**src/rtl/cpu_types_pkg.sv**
```systemverilog
// Shared execute-stage types for the iterative multiply/divide unit.
package cpu_types_pkg;

   localparam int MULDIV_ITER = 32;

   typedef enum logic [1:0] {
      MD_MULT  = 2'd0,
      MD_MULTU = 2'd1,
      MD_DIV   = 2'd2,
      MD_DIVU  = 2'd3
   } muldiv_op_t;

   typedef enum logic [1:0] {
      IDLE = 2'd0,
      CALC = 2'd1,
      SIGN = 2'd2,
      DONE = 2'd3
   } muldiv_state_t;

   // Operand facts captured at start; the neg flags are only ever set for signed ops.
   typedef struct packed {
      logic a_neg;
      logic b_neg;
      logic b_zero;
   } md_flags_t;

   function automatic logic is_mul(input muldiv_op_t op);
      return (op == MD_MULT) || (op == MD_MULTU);
   endfunction

   function automatic logic is_signed_op(input muldiv_op_t op);
      return (op == MD_MULT) || (op == MD_DIV);
   endfunction

   function automatic logic [31:0] mag32(input logic [31:0] v, input logic sgn);
      return (sgn && v[31]) ? -v : v;
   endfunction

endpackage

```
**src/rtl/muldiv_sign_fix.sv**
```systemverilog
// Conditional negation of the unsigned {hi, lo} result from the iterative core.
module muldiv_sign_fix
   import cpu_types_pkg::*;
(
   input  muldiv_op_t  op,
   input  md_flags_t   flags,
   input  logic [63:0] res_i,
   output logic [63:0] res_o
);

   // NOTE: assign a default before any branch so no path leaves res_o unassigned (latch).
   always_comb begin
      res_o = res_i;
      if (is_mul(op)) begin
         if (flags.a_neg ^ flags.b_neg) res_o = -res_i;
      end else begin
         // A zero divisor leaves the all-ones quotient untouched.
         if ((flags.a_neg ^ flags.b_neg) && !flags.b_zero) res_o[31:0] = -res_i[31:0];
         if (flags.a_neg) res_o[63:32] = -res_i[63:32];
      end
   end

endmodule

```
**src/rtl/ex_muldiv.sv**
```systemverilog
// Execute-stage iterative MULT/MULTU/DIV/DIVU unit with HI/LO registers.
// Define MULDIV_FAST_MULT_EN for a single-cycle multiplier (divide stays iterative).
module ex_muldiv
   import cpu_types_pkg::*;
(
   input  logic        CLK,
   input  logic        nRST,
   input  logic        start,
   input  muldiv_op_t  op,
   input  logic [31:0] rdat1,
   input  logic [31:0] rdat2,
   input  logic        flush,
   output logic        stall,
   output logic        busy,
   output logic        done,
   output logic [31:0] hi,
   output logic [31:0] lo
);

   muldiv_state_t state_q, state_d;
   muldiv_op_t    op_q, op_d;
   md_flags_t     flags_q, flags_d;
   logic [5:0]    cnt_q, cnt_d;
   logic [31:0]   opa_q, opa_d;
   logic [63:0]   acc_q, acc_d;
   logic [32:0]   rem_q, rem_d;
   logic [31:0]   hi_q, hi_d;
   logic [31:0]   lo_q, lo_d;

   logic [32:0]   mul_sum;
   logic [33:0]   div_diff;
   logic [63:0]   fix_in, fix_out;
   logic          in_sgn;
   logic          fast_mul;
   logic [63:0]   fast_prod;

   assign in_sgn = is_signed_op(op);

`ifdef MULDIV_FAST_MULT_EN
   // Sign-extended operands make the truncated unsigned product correct for MD_MULT too.
   assign fast_mul  = is_mul(op);
   assign fast_prod = {{32{in_sgn & rdat1[31]}}, rdat1} * {{32{in_sgn & rdat2[31]}}, rdat2};
`else
   assign fast_mul  = 1'b0;
   assign fast_prod = '0;
`endif

   // Multiply: acc = {partial product, remaining multiplier bits}.
   assign mul_sum  = {1'b0, acc_q[63:32]} + (acc_q[0] ? {1'b0, opa_q} : 33'd0);
   // Divide: acc[31:0] shifts dividend bits out and quotient bits in.
   assign div_diff = {rem_q, acc_q[31]} - {2'b00, opa_q};
   assign fix_in   = is_mul(op_q) ? acc_q : {rem_q[31:0], acc_q[31:0]};

   muldiv_sign_fix u_sign_fix (
      .op    (op_q),
      .flags (flags_q),
      .res_i (fix_in),
      .res_o (fix_out)
   );

   always_comb begin
      state_d = state_q;
      op_d    = op_q;
      flags_d = flags_q;
      cnt_d   = cnt_q;
      opa_d   = opa_q;
      acc_d   = acc_q;
      rem_d   = rem_q;
      hi_d    = hi_q;
      lo_d    = lo_q;
      unique case (state_q)
         IDLE: begin
            if (start && !flush) begin
               op_d           = op;
               flags_d.a_neg  = in_sgn & rdat1[31];
               flags_d.b_neg  = in_sgn & rdat2[31];
               flags_d.b_zero = (rdat2 == 32'd0);
               cnt_d          = '0;
               rem_d          = '0;
               if (fast_mul) begin
                  {hi_d, lo_d} = fast_prod;
                  state_d      = DONE;
               end else begin
                  opa_d   = is_mul(op) ? mag32(rdat1, in_sgn) : mag32(rdat2, in_sgn);
                  acc_d   = {32'd0, is_mul(op) ? mag32(rdat2, in_sgn) : mag32(rdat1, in_sgn)};
                  state_d = CALC;
               end
            end
         end
         CALC: begin
            if (flush) begin
               state_d = IDLE;
            end else begin
               cnt_d = cnt_q + 6'd1;
               if (is_mul(op_q)) begin
                  acc_d = {mul_sum, acc_q[31:1]};
               end else if (!div_diff[33]) begin
                  rem_d        = div_diff[32:0];
                  acc_d[31:0]  = {acc_q[30:0], 1'b1};
               end else begin
                  rem_d        = {rem_q[31:0], acc_q[31]};
                  acc_d[31:0]  = {acc_q[30:0], 1'b0};
               end
               if (cnt_q == 6'(MULDIV_ITER - 1)) state_d = SIGN;
            end
         end
         SIGN: begin
            if (flush) begin
               state_d = IDLE;
            end else begin
               {hi_d, lo_d} = fix_out;
               state_d      = DONE;
            end
         end
         DONE: state_d = IDLE;
         default: state_d = IDLE;
      endcase
   end

   // NOTE: sequential state uses non-blocking assignments so every flop samples pre-edge values.
   always_ff @(posedge CLK or negedge nRST) begin
      if (!nRST) begin
         state_q <= IDLE;
         op_q    <= MD_MULT;
         flags_q <= '0;
         cnt_q   <= '0;
         opa_q   <= '0;
         acc_q   <= '0;
         rem_q   <= '0;
         hi_q    <= '0;
         lo_q    <= '0;
      end else begin
         state_q <= state_d;
         op_q    <= op_d;
         flags_q <= flags_d;
         cnt_q   <= cnt_d;
         opa_q   <= opa_d;
         acc_q   <= acc_d;
         rem_q   <= rem_d;
         hi_q    <= hi_d;
         lo_q    <= lo_d;
      end
   end

   assign busy  = (state_q == CALC) || (state_q == SIGN);
   assign done  = (state_q == DONE);
   assign stall = (start && (state_q == IDLE)) || busy;
   assign hi    = hi_q;
   assign lo    = lo_q;

endmodule

```
**config.mk**
```make
export PLATFORM = sky130hd
export DESIGN_NAME = ex_muldiv
export DESIGN_NICKNAME = d
export VERILOG_FILES = /design/src/rtl/cpu_types_pkg.sv /design/src/rtl/muldiv_sign_fix.sv /design/src/rtl/ex_muldiv.sv
export SDC_FILE = /design/constraint.sdc
export NUM_CORES = 1
export LEC_CHECK = 0
export CORE_MARGIN = 2
export CORE_UTILIZATION = 50
export CTS_CLUSTER_DIAMETER = 200
export CTS_CLUSTER_SIZE = 10
export DETAILED_ROUTE_END_ITERATION = 16
export GPL_TIMING_DRIVEN = 0
export PLACE_DENSITY = 0.7
export SLEW_MARGIN = 20
export SYNTH_ARGS = -nofsm -noshare
export SYNTH_HDL_FRONTEND = slang
export SYNTH_HIERARCHICAL = 1
export SYNTH_SLANG_ARGS = --single-unit
```
**constraint.sdc**
```tcl
create_clock -name CLK -period 4.66 [get_ports CLK]
set_clock_uncertainty 0.1 [all_clocks]
set_input_delay 0.699 -clock CLK [delete_from_list [all_inputs] [get_ports CLK]]
set_output_delay 0.699 -clock CLK [all_outputs]
set_load 0.01 [all_outputs]
```
==> run metrics <==
setup slack after layout=0.0899 ns; Die Y=184 um; max frequency=0.219 GHz; initial antenna violation count=0; Placed Area=0.0180 sq mm; CTS Buf Count=24; final core utilization=59.1%; Final Max Slew Viols=0; DRT iter0 DRCs=1244; vias in the first global route=14.6k; Hold Crit Class=reg2reg; Core Region=0.0316 sq mm; Critical R2R Launch=op_q[1]; Finished Cell Area=0.0187 sq mm; Die Wd=184 um; Tmin final=4.57 ns; CTS tree=yes; vias per inst=6.15; Slew headroom=41.6%; share of layout cells above drive strength 1=9.50%; final hold vios=0; Startpoint Class=flop; row count=65; Clock transition at path regs=0.06 ns; RSZ-0062 raised after global routing=no; clk sinks=205; worst vdd ir=0.298 mV; Max Root-Sink Buffers=3; dpl hpwl=41.4 mm; antenna-violating nets left=0; Pre-antenna DRT Iters=6; CP endpoint kind=flop; crit path DAT=4.87 ns; Tot GR Track Use=30.8%; Synth Warn #=6; Die Area=0.0337 sq mm; Least-Margin Pin Slew=0.868 ns; most frequent cells in the layout=205 x dfrtp_1, 199 x nand2_1, 170 x a21oi_1; net count reported at finish=2198; Syn Area/Cell=8.54 sq um; crit path kind=reg2reg; commonest non-fill, non-tap cell in the layout=dfrtp_1; Syn Inst Count=1889; GPL Wtd Cong=0.995; period utilisation layout=98.1%; clk root buf=clkbuf_16; HP Start=lo[24]; CP peak stage delay=0.61 ns; pre-CTS setup slack=-0.583 ns; CP bufs+invs=3; Cell Area, Synth=0.0161 sq mm; diode count=0; synthesis-to-layout area growth=15.9%; largest net degree at the start of global routing=92; worst setup path startpoint=op_q[1]; critical path required time=4.96 ns; first-pass GRT wire length=81.7 mm; setup TNS=0 ns; worst hold slack=0.402 ns; reg-to-reg slack, setup=0.09 ns; DR DRC count=0; Via Count=15.1k; I/O Pins=137; Top Family by Delay on Critical Path=buffers and inverters; Initial Utilization=51.0%; H-tree depth=1; DRT Wirelength=52.8 mm; status=finished, final reports clean; max_cap viols=0; setup violators final=0; syn nets=2034; worst-path fanout max=10; total gr overflow=0; CP Cell Sequence=clkbuf_4, buf_1, clkbuf_2, mux2_2, nor4_1, nand4b_1, nor4_1, a21o_1, a41oi_1, xor2_1, mux2_2; DR WL/cell=21.5 um; Leakage=8.14 nW; CP max stage cell=nor4_1; port bufs=135; Worst-Skew Late Latency=0.52 ns; PD cells=537 mW/mm^2
metrics by stage:
| stage | total power (W) | instances |
|---|---|---|
| global route | 0.0107 | 2455 |
| floorplan | 0.00659 | 1889 |
| CTS | 0.00992 | 2455 |
| finish | 0.0100 | 2455 |
| detailed placement | 0.00824 | 2428 |
| global placement | 0.00815 | 2426 |
registers in the layout, summed over array words and instances (netlist names):
register / count
cnt_q: 6
state_q: 2
flags_q: 3
rem_q: 33
acc_q: 64
opa_q: 32
hi: 32
op_q: 1
lo: 32
worst paths after layout:
| kind | end | cells after the start |
|---|---|---|
| worst max-delay path | hi[31] | 11 |
| worst min-delay path | lo[24] | 1 |
| worst max register to register | hi[31] | 11 |
| worst min register to register | lo[24] | 1 |
| max in group asynchronous | lo[10] | 4 |
| min in group asynchronous | rem_q[13] | 2 |
timing repair:
action	CTS	global route
hold buffers	1	0
hold endpoints to repair	5	0
buffers inserted	0	0
gates resized for setup	4	6
setup endpoints to repair	23	9
power by group:
group	total (W)	internal, W	switching (W)
registers	0.00274	0.00215	0.000588
logic	0.00565	0.00220	0.00345
clock network	0.00164	0.000908	0.000735
total	0.0100	0.00526	0.00478
area by class of cell:
| class | instances | area (sq um) |
|---|---|---|
| plain buffers | 91 | 374 |
| clock buffers | 24 | 601 |
| clock inverters | 2 | 23.8 |
| fillers | 2847 | 12900 |
| inverters | 74 | 278 |
| multi-input cells | 1519 | 10400 |
| flip-flops and latches | 205 | 5130 |
| well taps | 402 | 503 |
| repair buffers | 138 | 1420 |
layer usage:
metal,part of all wire [%],global-route usage (%)
met5,0,0
met4,4.2,11.6
met3,6.4,3.66
met2,47,51.6
met1,43,41.0
No activity file was read; power rests on OpenSTA's default activity.
==> variant 1 (same settings) <==
Change the package constant `MULDIV_ITER` from 32 to 16.
--- a/src/rtl/cpu_types_pkg.sv
+++ b/src/rtl/cpu_types_pkg.sv
@@ -1,7 +1,7 @@
 // Shared execute-stage types for the iterative multiply/divide unit.
 package cpu_types_pkg;
 
-   localparam int MULDIV_ITER = 32;
+   localparam int MULDIV_ITER = 16;
 
    typedef enum logic [1:0] {
       MD_MULT  = 2'd0,
Formal check against the unedited RTL: no difference found for any inputs over 4 cycles, from zero or initial values and one cycle with nRST low; that may be too few to reach the edited logic, so the function may still have changed.
==> variant 1 against the original RTL <==
  * Non-clock buffer count fell by 1
  * Critical path depth fell by 1
  * Setup slack improved by 210 ps
  * Power rose by 0.49%
  * Sequential cell count did not move
  * Fmax rose by 4.8%
  * Sequential share of layout area rose by 0.25 points
  * Wire length fell by 1.5%
  * Die area fell by 1.0%
  * Design area fell by 0.90%
  * Synthesized area fell by 1.1%
  * Critical path type unchanged
==> variant 1: results (changes against the original RTL) <==
run_status:
  status: "complete, no violations"
worst_hold_path:
  min-delay-start: "opa_q[10]"
  min_path_cells: 2  # +1
  holdCritPathClass: "reg2reg"
  holdPathEnd: "opa_q[10]"
routing:
  wl_per_cell_um: 21.24  # -1.3%
  vias: 15000  # -0.68%
  dr.pass1.iters: 5  # -1
  drtIter0Drc: 1202  # -3.4%
  routed_wl_mm: 52.06  # -1.5%
placed_design:
  place.gp.congestion: 0.9930  # -0.22%
  post-place-cells: 2425  # -0.12%
  hpwl_mm: 41.31  # -0.31%
  place_area_um2: 17880  # -0.90%
  dpl_worst_slack_ps: -599.0  # -15.84 ps
  portBuffers: 136  # +0.74%
finish:
  drive_above_1_share: 0.09175  # -0.003231
  area_delta_synth_final_pct: 16.12
  nets: 2194  # -0.18%
  fill_cells: 2801  # -1.6%
  reg_top3: "acc_q x64, rem_q x33"
global_routing:
  grt_pass1_wl_mm: 81.37  # -0.35%
  gr-usage-met3: 0.02914  # -0.007512
  use_met1: 0.4322  # +0.02211
  grt.total_usage: 0.3116  # +0.003185
  grt_use_met2: 0.5007  # -0.01494
  grt_pass1_vias: 14430  # -1.4%
  grt_max_degree: 93  # +1.1%
worst_setup_path:
  reg2reg_depth: 10  # -1
  reg2reg_slack_ps: 300  # +210 ps
  crit_slowest_cell: "or4_1"
  worst-path-max-fanout: 19  # +9
  cpPeakStageDelay_ps: 660  # +50 ps
  crit_family: "simple AND/OR/NAND/NOR gates"
  timing.rr.end: "hi[22]"
  r2r-start: "op_q[1]"
pwr:
  ir_drop_v: 0.0003324  # +11%
  p_leak_nw: 8.129  # about the same
clocking:
  cts_buffer_depth: 3  # unchanged
  cts_setup_buffers: 0  # unchanged
  clock_latency_ps: 540  # +20 ps
  path_clk_slew_ps: 60  # about the same
  numCtsBuffers: 24  # unchanged
timing:
  clock.fmax_ghz: 0.2293  # +4.8%
  hold_ws_ps: 379.2  # -22.86 ps
  relSlewSlack: 0.3821  # -0.03367
flow_run:
  cap_violations: 0  # unchanged
logic_synthesis:
  avgSynthCellArea_um2: 8.463  # -0.86%
  synth_fp_nets: 2030  # -0.20%
  yosysWarningCount: 6  # unchanged
[variant 1: metal layers]
metal,part of all wire,wire length (µm),vias up
li1,-,-,7132
met1,0.45,23230,7232
met2,0.45,23680,548
met3,0.054,2827,90
met4,0.045,2321,0
met5,0,0,-
[variant 1: layout make-up]
class,count,area (µm²),area share
timing repair buffer,139,1431,0.07727
clock inverter,2,23.77,0.001283
inverter,68,255.2,0.01378
sequential,205,5130,0.2769
multi-input combinational,1522,10220,0.5518
tap,402,503.0,0.02715
buffer,89,359.1,0.01939
clock buffer,24,600.6,0.03242
[variant 1: timing repair]
action | in CTS | in global routing
endpoints found under the hold margin | 27 | 0
resized for setup | 2 | 9
setup endpoints to repair | 22 | 18
hold buffers | 1 | 0
[variant 1: power by group]
| group | leakage (nW) | internal [mW] | total [mW] | switching, mW |
|---|---|---|---|---|
| logic | 5.07 | 2.17 | 5.78 | 3.60 |
| registers | 2.76 | 2.16 | 2.66 | 0.493 |
| clock network | 0.303 | 0.908 | 1.65 | 0.741 |
[variant 1: worst max-delay path by stage]
stage | startpoint | to | depth (start not counted)
floorplan | op_q[1] | hi[22] | 11
global placement | nRST | lo[14] | 1
detailed placement | op_q[1] | hi[22] | 11
CTS | op_q[1] | hi[22] | 10
global route | acc_q[0] | acc_q[60] | 12
finish | op_q[1] | hi[22] | 10
[variant 1: worst reg2reg max path, cell delays in order, from the launching register on]
cell,delay [ps]
dfrtp_1,500
clkbuf_2,280
buf_4,370
mux2_2,500
or4_1,670
or4_1,480
nand2b_1,270
or3b_1,460
o41ai_2,250
xnor2_1,100
mux2_2,260
==> variant 2 (config.mk and constraints unchanged) <==
Made on the original files. Encoding of `muldiv_state_t`: now one-hot (4 bits for 4 states).
--- a/src/rtl/cpu_types_pkg.sv
+++ b/src/rtl/cpu_types_pkg.sv
@@ -10,11 +10,11 @@
       MD_DIVU  = 2'd3
    } muldiv_op_t;
 
-   typedef enum logic [1:0] {
-      IDLE = 2'd0,
-      CALC = 2'd1,
-      SIGN = 2'd2,
-      DONE = 2'd3
+   typedef enum logic [3:0] {
+      IDLE = 4'b0001,
+      CALC = 4'b0010,
+      SIGN = 4'b0100,
+      DONE = 4'b1000
    } muldiv_state_t;
 
    // Operand facts captured at start; the neg flags are only ever set for signed ops.
Behaviour: no difference found for any inputs over 4 cycles, from zero or initial values and one cycle with nRST low; so few cycles prove little.
==> variant 2 against the original RTL <==
  * Synthesized area is 0.70% lower
  * Largest cell class unchanged
  * Design area is 0.49% lower
  * Die area is 0.69% lower
  * Setup slack better by 230 ps
  * Sequential cell count is 2 higher
  * Via count is 2.2% higher
  * Non-clock buffer count is 5 higher
  * Critical path type unchanged
  * Wire length is 1.8% lower
  * Highest routed layer unchanged
Power is not compared: it rests on default switching activity, and its combinational part moved more than twofold at a synthesized area within 25%.
==> variant 2: results (changes against the original RTL) <==
routing:
  dr.pass1.iters: 5  # -1
  drtIter0Drc: 1365  # +9.7%
  viasPerCell: 6.048  # -1.7%
  routed_wl_mm: 51.90  # -1.8%
global_routing:
  grt_pass1_vias: 15170  # +3.7%
  grt_pass1_wl_mm: 82.63  # +1.2%
  grt_max_degree: 94  # +2.2%
  grt.total_usage: 0.3101  # +0.001722
  grt_antenna_before_repair: 0  # unchanged
finish:
  num_antenna_cells: 0  # unchanged
  nets: 2280  # +3.7%
  reg_top3: "acc_q x64, rem_q x33"
  drive_above_1_share: 0.04930  # -0.04568
  fill_cells: 2929  # +2.9%
worst_hold_path:
  holdPathEnd: "hi[16]"
  min_path_cells: 2  # +1
  holdCritPathClass: "reg2reg"
  min-delay-start: "hi[16]"
run_status:
  status: "complete, no violations"
clocking:
  clock_latency_ps: 540  # +20 ps
  cts_buffer_depth: 3  # unchanged
  htree_levels: 1  # unchanged
  cts_setup_buffers: 0  # unchanged
worst_setup_path:
  timing.rr.end: "hi[22]"
  worst-path-max-fanout: 19  # +9
  critical_path_arrival_ps: 4720  # -150 ps
  reg2reg_slack_ps: 320  # +230 ps
logic_synthesis:
  yosysWarningCount: 6  # unchanged
  syn_inst: 1976  # +4.6%
  synth_fp_nets: 2117  # +4.1%
placed_design:
  place_area_um2: 17930  # -0.62%
  hpwl_mm: 41.01  # -1.0%
  place.gp.congestion: 0.9847  # -1.1%
timing:
  relSlewSlack: 0.2623  # -0.1535
==> variant 2: repair_timing <==
item	4_1_cts	5_1_grt
hold endpoints to repair	44	0
resized for setup	1	2
hold buffers	1	0
setup endpoints to repair	13	9
==> variant 2: critical path, cell delays in order (launching register included) <==
cell,delay (ps)
dfrtp_1,470
clkbuf_1,330
clkbuf_4,480
mux2_2,480
or4_1,640
or4_1,490
nand2b_1,280
or3b_1,450
o41ai_2,250
xnor2_1,170
nand2_1,70
nand2_1,70
==> variant 2: layer usage <==
layer  up-vias  wire, µm  global-route usage
li1       7322         -                   -
met1      7398     22790              0.4158
met2       607     23880              0.5155
met3       107      3004             0.02879
met4         0      2237              0.1302
met5         -         0                   0
==> variant 2: how the worst max path moves through the flow <==
| stage | start | end | slack, ps | depth (start not counted) |
|---|---|---|---|---|
| floorplan | op_q[1] | hi[22] | 570 | 12 |
| global placement | nRST | hi[28] | -6150 | 1 |
| detailed placement | op_q[1] | hi[22] | -470 | 12 |
| CTS | op_q[1] | hi[22] | 250 | 11 |
| global route | op_q[1] | hi[31] | 40 | 13 |
| finish | op_q[1] | hi[22] | 320 | 11 |
==> variant 2: power breakdown <==
group	switching (mW)	total, mW	leakage, nW	internal, mW
Combinational	1.23	2.08	5.20	0.845
Sequential	0.287	2.24	2.75	1.95
Clock	0.740	1.68	0.320	0.944
Total	2.26	6.00	8.27	3.74
==> variant 2: final cells by class <==
type                            count  area [µm²]  share of cell area
Clock inverter                      2       21.27            0.001143
Sequential cell                   207        5181              0.2785
Inverter                           68       255.2             0.01372
Timing Repair Buffer              138        1421             0.07641
Buffer                             96       397.9             0.02139
Clock buffer                       35       641.9             0.03451
Multi-Input combinational cell   1604       10180              0.5473
Tap cell                          402       503.0             0.02704
==> variant 2: through the flow <==
| step | hold slack [ps] | utilization | TNS [ps] | cells | worst slack [ps] |
|---|---|---|---|---|---|
| after floorplan | 303.4 | - | 0 | 1976 | 572.6 |
| after global placement | 361.8 | 0.5662 | -1266560 | 2513 | -6149 |
| after detailed placement | 361.8 | 0.5681 | -2294 | 2515 | -466.5 |
| after CTS | 379.5 | 0.5894 | 0 | 2552 | 246.8 |
| after global routing | 399.5 | 0.5895 | 0 | 2552 | 39.88 |
| final | 376.0 | 0.5895 | 0 | 2552 | 321.2 |
